### src/rtl/gpsdo_pkg.sv
// Shared types and default constants for the GPSDO phase measurement path.
package gpsdo_pkg;

    localparam int PHASE_W = 24;

    typedef logic [PHASE_W-1:0] phase_t;

    typedef enum logic [1:0] {
        IDLE  = 2'd0,
        ACCUM = 2'd1,
        DONE  = 2'd2
    } avg_state_e;

    localparam phase_t      MAX_PHASE_DEF      = 24'd10_000_000;
    localparam logic [31:0] TIMEOUT_CYCLES_DEF = 32'd12_000_000;

endpackage

### src/rtl/edge_rise_det.sv
// Registered rising-edge detector; RST_VAL = 1 suppresses a false edge when the
// input is already high as reset releases.
module edge_rise_det #(
    parameter logic RST_VAL = 1'b0
) (
    input  logic CLK_SYS,
    input  logic CLK_RST,
    input  logic sig,
    output logic rise
);

    logic sig_d;

    always_ff @(posedge CLK_SYS or negedge CLK_RST) begin
        if (!CLK_RST) begin
            sig_d <= RST_VAL;
        end else begin
            sig_d <= sig;
        end
    end

    assign rise = sig & ~sig_d;

endmodule

### src/rtl/phase_avg.sv
// Phase-count averager with capture-loss timeout for the GPSDO loop.
// Optional outlier rejection against the last average: PHASE_OUTLIER_REJECT_EN.
//
// state | meaning
// IDLE  | no window open; first accepted capture opens one
// ACCUM | summing accepted captures until 2^AVG_LOG2 are held
// DONE  | one cycle: publish average, pulse Avg_Valid, reopen window
module phase_avg
    import gpsdo_pkg::*;
#(
    parameter int unsigned AVG_LOG2       = 4,
    parameter phase_t      MAX_PHASE      = MAX_PHASE_DEF,
    parameter logic [31:0] TIMEOUT_CYCLES = TIMEOUT_CYCLES_DEF
`ifdef PHASE_OUTLIER_REJECT_EN
    ,
    parameter phase_t      OUTLIER_TH     = 24'd1000,
    parameter int unsigned REJECT_LIMIT   = 4
`endif
) (
    input  logic                 CLK_SYS,
    input  logic                 CLK_RST,
    input  logic [PHASE_W-1:0]   Measure_Phase,
    input  logic                 Measure_Done,
    output logic [PHASE_W-1:0]   Avg_Phase,
    output logic                 Avg_Valid,
    output logic [AVG_LOG2:0]    Sample_Cnt,
    output logic                 Gps_Lost,
    output logic [7:0]           Reject_Cnt
);

    localparam int ACC_W = PHASE_W + AVG_LOG2;
    localparam int CNT_W = AVG_LOG2 + 1;
    localparam logic [CNT_W-1:0] CNT_ONE  = {{(CNT_W-1){1'b0}}, 1'b1};
    localparam logic [CNT_W-1:0] CNT_FULL = {1'b1, {AVG_LOG2{1'b0}}};

    avg_state_e         state_q, state_d;
    logic [ACC_W-1:0]   acc_q, acc_d;
    logic [CNT_W-1:0]   cnt_q, cnt_d;
    logic [CNT_W-1:0]   cnt_inc;
    phase_t             avg_q, avg_d;
    logic               valid_q, valid_d;
    logic               lost_q, lost_d;
    logic [7:0]         rej_q, rej_d;
    logic [31:0]        to_q, to_d;

    logic               capture;
    logic               in_range;
    logic               accept;
    logic               to_term;

    edge_rise_det #(
        .RST_VAL (1'b1)
    ) u_done_det (
        .CLK_SYS (CLK_SYS),
        .CLK_RST (CLK_RST),
        .sig     (Measure_Done),
        .rise    (capture)
    );

    assign in_range = (Measure_Phase <= MAX_PHASE);
    assign to_term  = (to_q == TIMEOUT_CYCLES - 32'd1);
    assign cnt_inc  = cnt_q + CNT_ONE;

`ifdef PHASE_OUTLIER_REJECT_EN
    logic                      exists_q, exists_d;
    logic [7:0]                consec_q, consec_d;
    logic signed [PHASE_W:0]   diff;
    logic [PHASE_W:0]          diff_mag;
    logic                      outlier;
    logic                      force_idle;

    assign diff     = $signed({1'b0, Measure_Phase}) - $signed({1'b0, avg_q});
    assign diff_mag = diff[PHASE_W] ? $unsigned(-diff) : $unsigned(diff);
    assign outlier  = exists_q && (diff_mag > {1'b0, OUTLIER_TH});
    assign accept   = capture && in_range && !outlier;
`else
    assign accept   = capture && in_range;
`endif

    always_comb begin
        state_d = state_q;
        acc_d   = acc_q;
        cnt_d   = cnt_q;
        avg_d   = avg_q;
        valid_d = 1'b0;
        lost_d  = lost_q;
        rej_d   = rej_q;
        to_d    = to_q;
`ifdef PHASE_OUTLIER_REJECT_EN
        exists_d   = exists_q;
        consec_d   = consec_q;
        force_idle = 1'b0;
`endif

        // Rejected captures still prove the GPS side is alive.
        if (capture) begin
            to_d   = '0;
            lost_d = 1'b0;
            if (!accept && rej_q != 8'hFF) begin
                rej_d = rej_q + 8'd1;
            end
        end else if (!to_term) begin
            to_d = to_q + 32'd1;
        end

        case (state_q)
            IDLE: begin
                if (accept) begin
                    acc_d   = ACC_W'(Measure_Phase);
                    cnt_d   = CNT_ONE;
                    state_d = ACCUM;
                end
            end
            ACCUM: begin
                if (accept) begin
                    acc_d = acc_q + ACC_W'(Measure_Phase);
                    cnt_d = cnt_inc;
                    if (cnt_inc == CNT_FULL) begin
                        state_d = DONE;
                    end
                end
            end
            DONE: begin
                avg_d   = acc_q[AVG_LOG2 +: PHASE_W];
                valid_d = 1'b1;
                acc_d   = '0;
                cnt_d   = '0;
                state_d = ACCUM;
`ifdef PHASE_OUTLIER_REJECT_EN
                exists_d = 1'b1;
`endif
            end
            default: state_d = IDLE;
        endcase

`ifdef PHASE_OUTLIER_REJECT_EN
        if (capture && in_range) begin
            if (outlier) begin
                consec_d = consec_q + 8'd1;
                if (consec_q == 8'(REJECT_LIMIT - 1)) begin
                    force_idle = 1'b1;
                end
            end else begin
                consec_d = '0;
            end
        end
        if (force_idle) begin
            state_d  = IDLE;
            acc_d    = '0;
            cnt_d    = '0;
            exists_d = 1'b0;
            consec_d = '0;
        end
`endif

        if (to_term && !capture) begin
            lost_d  = 1'b1;
            state_d = IDLE;
            acc_d   = '0;
            cnt_d   = '0;
`ifdef PHASE_OUTLIER_REJECT_EN
            exists_d = 1'b0;
            consec_d = '0;
`endif
        end
    end

    always_ff @(posedge CLK_SYS or negedge CLK_RST) begin
        if (!CLK_RST) begin
            state_q <= IDLE;
            acc_q   <= '0;
            cnt_q   <= '0;
            avg_q   <= '0;
            valid_q <= 1'b0;
            lost_q  <= 1'b0;
            rej_q   <= '0;
            to_q    <= '0;
        end else begin
            state_q <= state_d;
            acc_q   <= acc_d;
            cnt_q   <= cnt_d;
            avg_q   <= avg_d;
            valid_q <= valid_d;
            lost_q  <= lost_d;
            rej_q   <= rej_d;
            to_q    <= to_d;
        end
    end

`ifdef PHASE_OUTLIER_REJECT_EN
    always_ff @(posedge CLK_SYS or negedge CLK_RST) begin
        if (!CLK_RST) begin
            exists_q <= 1'b0;
            consec_q <= '0;
        end else begin
            exists_q <= exists_d;
            consec_q <= consec_d;
        end
    end
`endif

    assign Avg_Phase  = avg_q;
    assign Avg_Valid  = valid_q;
    assign Sample_Cnt = cnt_q;
    assign Gps_Lost   = lost_q;
    assign Reject_Cnt = rej_q;

endmodule
### config.mk
export PLATFORM = sky130hd
export DESIGN_NAME = phase_avg
export DESIGN_NICKNAME = d
export VERILOG_FILES = /design/src/rtl/gpsdo_pkg.sv /design/src/rtl/edge_rise_det.sv /design/src/rtl/phase_avg.sv
export SDC_FILE = /design/constraint.sdc
export NUM_CORES = 1
export LEC_CHECK = 0
export CORE_UTILIZATION = 25
export CTS_CLUSTER_SIZE = 28
export DETAILED_ROUTE_END_ITERATION = 10
export HOLD_SLACK_MARGIN = 0.03
export PLACE_DENSITY = 0.52
export SLEW_MARGIN = 10
export SYNTH_ARGS = -nofsm -noshare
export SYNTH_HDL_FRONTEND = slang
export SYNTH_SLANG_ARGS = --single-unit
export TNS_END_PERCENT = 10
### constraint.sdc
create_clock -name CLK_SYS -period 2.8 [get_ports CLK_SYS]
set_input_delay 0.56 -clock CLK_SYS [delete_from_list [all_inputs] [get_ports CLK_SYS]]
set_output_delay 0.56 -clock CLK_SYS [all_outputs]
set_load 0.01 [all_outputs]
* Word-level counts from Yosys, hierarchy flattened
Index checks and enable logic that the tools add are counted.
** Cells by class
- Mux-type cells :: 18
- Bitwise logic cells :: 2
- Add/sub/neg operators :: 4
- Reduce and logical (&&, ||, !) cells :: 11
- $lt $le $gt $ge :: 1
- Eq/ne operators :: 9
** Operator list (count)
- $mux 28 :: 3
- $pmux 28 s3 :: 1
- $mux 32 :: 2
- $add 32x1->32 const B :: 1
- $eq 32x24->1 const B :: 1
- $add 28x24->28 :: 1
- $le 24x24->1 const B :: 1
- $mux 5 :: 3
- $pmux 5 s3 :: 1
- $ne 3x3->1 const B :: 3
- $add 8x1->8 const B :: 1
- $mux 2 :: 4
- $ne 8x8->1 const B :: 1
- $pmux 2 s3 :: 1
- $reduce_and 3->1 :: 2
- $add 5x1->5 const B :: 1
- $eq 5x5->1 const B :: 1
- $reduce_bool 4->1 :: 1
- $logic_and 1x1->1 :: 3
- $mux 1 :: 3
- $eq 2x1->1 const B :: 1
- $eq 2x2->1 const B :: 1
- $logic_not 1->1 :: 2
- $logic_not 2->1 :: 1
- other kinds (5) :: 5
** Storage, ports and cells
- Word-level logic and storage cells :: 54
- Output and inout bits :: 39
- Register bits after elaboration :: 102

* Longest topological paths before layout
Gate-level depths: netlist of run 1.
- Depth in word-level cells :: 6
- Gate-level depth with buffers :: 10
- Gate-level depth less buffers :: 10

* Modules after synthesis
From an unflattened synthesis of run 1, not the netlist that was laid out.
** Unflattened totals
- Cells, all modules :: 625
- Area total of the unflattened synthesis :: 5947.0 sq um
** Modules (own cells, without submodules)
- phase_avg :: times used 1, cells each 623, area an instance 5906.9 sq um
- edge_rise_det :: times used 1, cells each 2, area an instance 40.0 sq um

* Worst setup path after synthesis of run 1
Ideal clock, no wire load.
- Kind :: input port to flip-flop
- Start :: input Measure_Phase[6]
- End :: register acc_q[23]
- Stages :: 10
- Path slack :: 59 ps
- Arrival :: 2606 ps
- Setup time :: 135 ps
- Path through :: ha_1 > clkbuf_1 > a2111oi_0 > o21ai_1 > a31oi_1 > o22ai_1 > a221o_1 > a21oi_1 > xor2_1 > o22ai_1
** Between the ends
- Word-level cells in the longest chain between the ends :: 4
- Elaborated cells between the ends (all ways) :: 9
- Classes of those cells :: add/sub (1); order compare (1); eq/ne (2); mux (3); reduce/logical (2)
** RTL lines
- start: declaration :: RTL line phase_avg.sv:22 : input logic [PHASE_W-1:0] Measure_Phase,
- $add 28x24->28 or $le 24x24->1 (tied branches) :: RTL line phase_avg.sv:116, phase_avg.sv:60
- $mux 28 or $logic_and 1x1->1 (tied branches) :: RTL line phase_avg.sv:115, phase_avg.sv:77
- $pmux 28 s3 or $ne 3x3->1 (tied branches)
- $mux 28 or $reduce_and 3->1 (tied branches)
- end signal: assignment :: RTL line phase_avg.sv:171 : acc_q <= '0;
- end signal: assignment :: RTL line phase_avg.sv:180 : acc_q <= acc_d;
- end: declaration :: RTL line phase_avg.sv:37 : logic [ACC_W-1:0] acc_q, acc_d;
Several ways; a longest one is shown, not always the timed one. The select of a mux whose other input is x is not followed.
A chain may end at the register's enable or synchronous reset.

* Worst setup path after layout of run 1
- Start :: input Measure_Phase[14]
- End :: register acc_q[10]
** Between the ends
- Word-level cells in the longest chain between the ends :: 4
- Elaborated cells between the ends (all ways) :: 5
- Classes of those cells :: order compare (1); eq/ne (2); reduce/logical (2)
** RTL lines
- $le 24x24->1 (*) :: RTL line phase_avg.sv:60 : assign in_range = (Measure_Phase <= MAX_PHASE);
- $logic_and 1x1->1 (*) :: RTL line phase_avg.sv:77 : assign accept = capture && in_range;
- $ne 3x3->1 (no line)
- $reduce_and 3->1 (no line) (*)
Every way passes the cells marked *; elsewhere a longest branch is shown, timed or not.

==> flow_summary.ini, run 1 <==
[clocking]
cts_tree = yes
clock-sinks = 102
clk_path_buf_depth = 2
htreeDepth = 3
cts_root_buf = clkbuf_16
clock_latency_ns = 0.35
holdBufCountCts = 0
clk_pin_slew_ns = 0.07
cts_made_buffers = 9

[die]
die_x_um = 156
row_count = 55
dieArea_sq_mm = 0.0243
ios = 66
die_y_um = 156
core_area_sq_mm = 0.0229
start_util = 0.259

[timing]
holdWs_ns = 0.133
slew_violations = 0
layout_setup_ws_ns = 0.114
worst_pin_slew_ns = 0.631
rsz0062_at_grt = yes
relSlewSlack = 0.576
setup_viol = 0
fmax_mhz = 372
finalCritPeriodShare = 0.959
hold_viol_final = 0
clock_skew_ns = 0.0107
fin_crit_ns = 2.69

[place]
dp_hpwl_mm = 12.4
io_buffer_count = 65
gp_congestion = 0.819
place_ws_ns = -0.457

[global_route]
grt_overflow = 0
grt_antenna_before_repair = 0
grt_pass1_vias = 5083
grt_max_degree = 55
grt_first_pass_wirelength_mm = 27.2
grt_usage = 0.143

[final_layout]
drive_above_1_share = 0.224
n_fill_cell = 2341
nets = 840
seq_area_sq_mm = 0.00255
area_growth_pct = 37.2
num_antenna_cells = 0
multi_input_area_sq_mm = 0.00343

[critical_path]
cp.arrival_ns = 2.91
cp.required_ns = 3.02
worstSetupPathType = in2reg
start_kind = input pin
worstPathMaxFanout = 19
end_kind = flop

[synthesis]
synth_mux_area_frac = 0.0559
synthCells = 619
synth.top_cell.area_share = 0.426
ys.flop_type = dfrtp_1
synth-adder-area-share = 0.0688
synth_edf_count = 0
synth_top_area_cell = dfrtp_1
synth_top_family_by_area = simple AND/OR/NAND/NOR gates
avgSynthCellArea_sq_um = 9.58
yosysSeqAreaShare = 0.431
synth_compound_area_frac = 0.153
synthSimpleGateAreaFrac = 0.192
synth_seq_cells = 102
synthesis.area_sq_mm = 0.00593
synth_nets = 678
synthTopCellsByArea = dfrtp_1, ha_1, nor2_1
ys_types = 61
ys_warn_count = 0
synth_xor_area_frac = 0.0812
synthArstFlopShare = 1.00

[routing]
wirelength_mm = 16.4
dr.pass1.iters = 5
vias_per_cell = 4.71
drt_iter0_markers = 272
drtAntennaViolNets = 0
avgRoutedWirePerCell_um = 14.9
num_vias = 5173
drc = 0

[pwr]
total_power_mw = 8.31
p_leak_nw = 3.59
ir_worst_vdd_mv = 0.538
p_per_area_mw_per_mm2 = 1020

[hold_path]
hold_class = in2async

[run]
cap_violations = 0

[outcome]
status = completed
==> layer usage <==
| layer | GRT usage | part of all wire | vias up | wire [um] |
|---|---|---|---|---|
| li1 | - | - | 2579 | - |
| met4 | 0.0462 | 0.018 | 0 | 290 |
| met2 | 0.214 | 0.44 | 103 | 7140 |
| met5 | 0 | 0 | - | 0 |
| met1 | 0.207 | 0.51 | 2472 | 8310 |
| met3 | 0.0231 | 0.039 | 19 | 631 |
==> layout make-up <==
class	instances	area share
Clock inverter	4	0.00292
Sequential cell	102	0.314
Inverter	9	0.00415
Tap cell	313	0.0481
Multi-Input combinational cell	491	0.421
Timing Repair Buffer	168	0.180
Clock buffer	11	0.0298
==> stage by stage <==
step	TNS (ns)	area, sq um	utilization	std cells
after CTS	-0.00405	7950	0.347	1094
after global routing	-0.101	8140	0.355	1098
after global placement	-13.16	7660	0.334	1079
after floorplan	0	5930	-	619
final	0	8140	0.355	1098
after detailed placement	-13.63	7660	0.334	1079
==> flip-flops by register name (all words and copies together) (netlist names), 2 cells and up <==
register,flops
Avg_Phase,24
Reject_Cnt,8
Sample_Cnt,5
acc_q,28
state_q,2
to_q,32
==> cell usage after synthesis, drive strengths merged (3+ instances only) <==
master,number
inv,9
and3,15
nand2,50
a31oi,6
nor2b,4
clkbuf,12
o211ai,3
o21bai,3
or3,6
a21oi,37
and4,5
or4,4
nor4,6
nand3,21
nor2,80
a22oi,7
o22ai,3
nor3,12
a221oi,12
a21o,8
buf,5
a211oi,7
mux2,25
o21ai,37
nand4,11
dfrtp,101
and2,8
xor2,29
a211o,4
ha,31
xnor2,26
mux2i,5
nand2b,5
==> path summary, 6_finish.rpt <==
| path | from | slack, ns | endpoint | cells past startpoint |
|---|---|---|---|---|
| setup reg to reg | to_q[27] | 0.26 | acc_q[10] | 7 |
| setup / recovery | Measure_Phase[14] | 0.11 | acc_q[10] | 9 |
| hold / removal | CLK_RST | 0.13 | Avg_Phase[19] | 1 |
| max in group asynchronous | CLK_RST | 1.98 | u_done_det.sig_d | 2 |
| hold reg to reg | Gps_Lost | 0.50 | Gps_Lost | 2 |
| min in group CLK_SYS | Gps_Lost | 0.50 | Gps_Lost | 2 |
==> cells in the final DEF, fill, tap and decap left out, types with 4 or more instances in the layout <==
| master | instances |
|---|---|
| mux2_2 | 25 |
| nand4_1 | 11 |
| a21o_1 | 8 |
| and2_1 | 7 |
| nor3_1 | 10 |
| nand2b_1 | 5 |
| a221oi_2 | 4 |
| nand3_1 | 21 |
| ha_1 | 25 |
| o21ai_1 | 5 |
| and4_1 | 5 |
| mux2i_1 | 5 |
| a211oi_1 | 5 |
| a31oi_1 | 4 |
| inv_1 | 9 |
| a221oi_1 | 8 |
| o21ai_0 | 30 |
| nor4_1 | 5 |
| clkdlybuf4s50_1 | 56 |
| and3_1 | 15 |
| xnor2_1 | 26 |
| dfrtp_1 | 101 |
| ha_4 | 5 |
| buf_4 | 102 |
| dlymetal6s2s_1 | 7 |
| a211o_1 | 4 |
| a21oi_1 | 35 |
| xor2_1 | 29 |
| nand2_1 | 49 |
| or3_1 | 5 |
| a22oi_1 | 6 |
| clkbuf_16 | 9 |
| nor2_1 | 78 |
==> power by group <==
group	switching, mW	leakage, nW	internal (mW)	total (mW)
logic	2.42	2.14	2.43	4.85
clock network	0.553	0.135	0.620	1.17
registers	0.367	1.32	1.91	2.28
==> logic make-up after synthesis <==
logic type	count (synthesis)
and+or+nand+nor	233
AOI/OAI and AO/OA	141
DFF	102
xor gates and xnor gates	55
adders and majority gates	32
muxes	30
buffers and inverters	26
==> timing repair <==
| item | in CTS | in global routing |
|---|---|---|
| gates resized for setup | 7 | 35 |
| buffers inserted | 0 | 4 |
| pin swaps | 4 | 21 |
| setup endpoints to repair | 16 | 29 |
==> critical path, cell delays in order <==
cell	delay, ns
clkdlybuf4s50_1	0.49
a211o_1	0.36
or4_1	0.47
a211oi_2	0.20
a211o_1	0.20
nor2_1	0.09
buf_4	0.22
a221oi_1	0.23
nor2_1	0.07
(Power assumes the default switching activity.)
==> run 2: changes to the inputs <==
--- a/config.mk
+++ b/config.mk
@@ -10,7 +10,7 @@
 export DETAILED_ROUTE_END_ITERATION = 10
 export HOLD_SLACK_MARGIN = 0.03
 export PLACE_DENSITY = 0.52
-export SLEW_MARGIN = 10
+export SLEW_MARGIN = 20
 export SYNTH_ARGS = -nofsm -noshare
 export SYNTH_HDL_FRONTEND = slang
 export SYNTH_SLANG_ARGS = --single-unit
==> results of run 2 <==
Same layout as run 1: the final DEF is identical, and so are final timing and power.
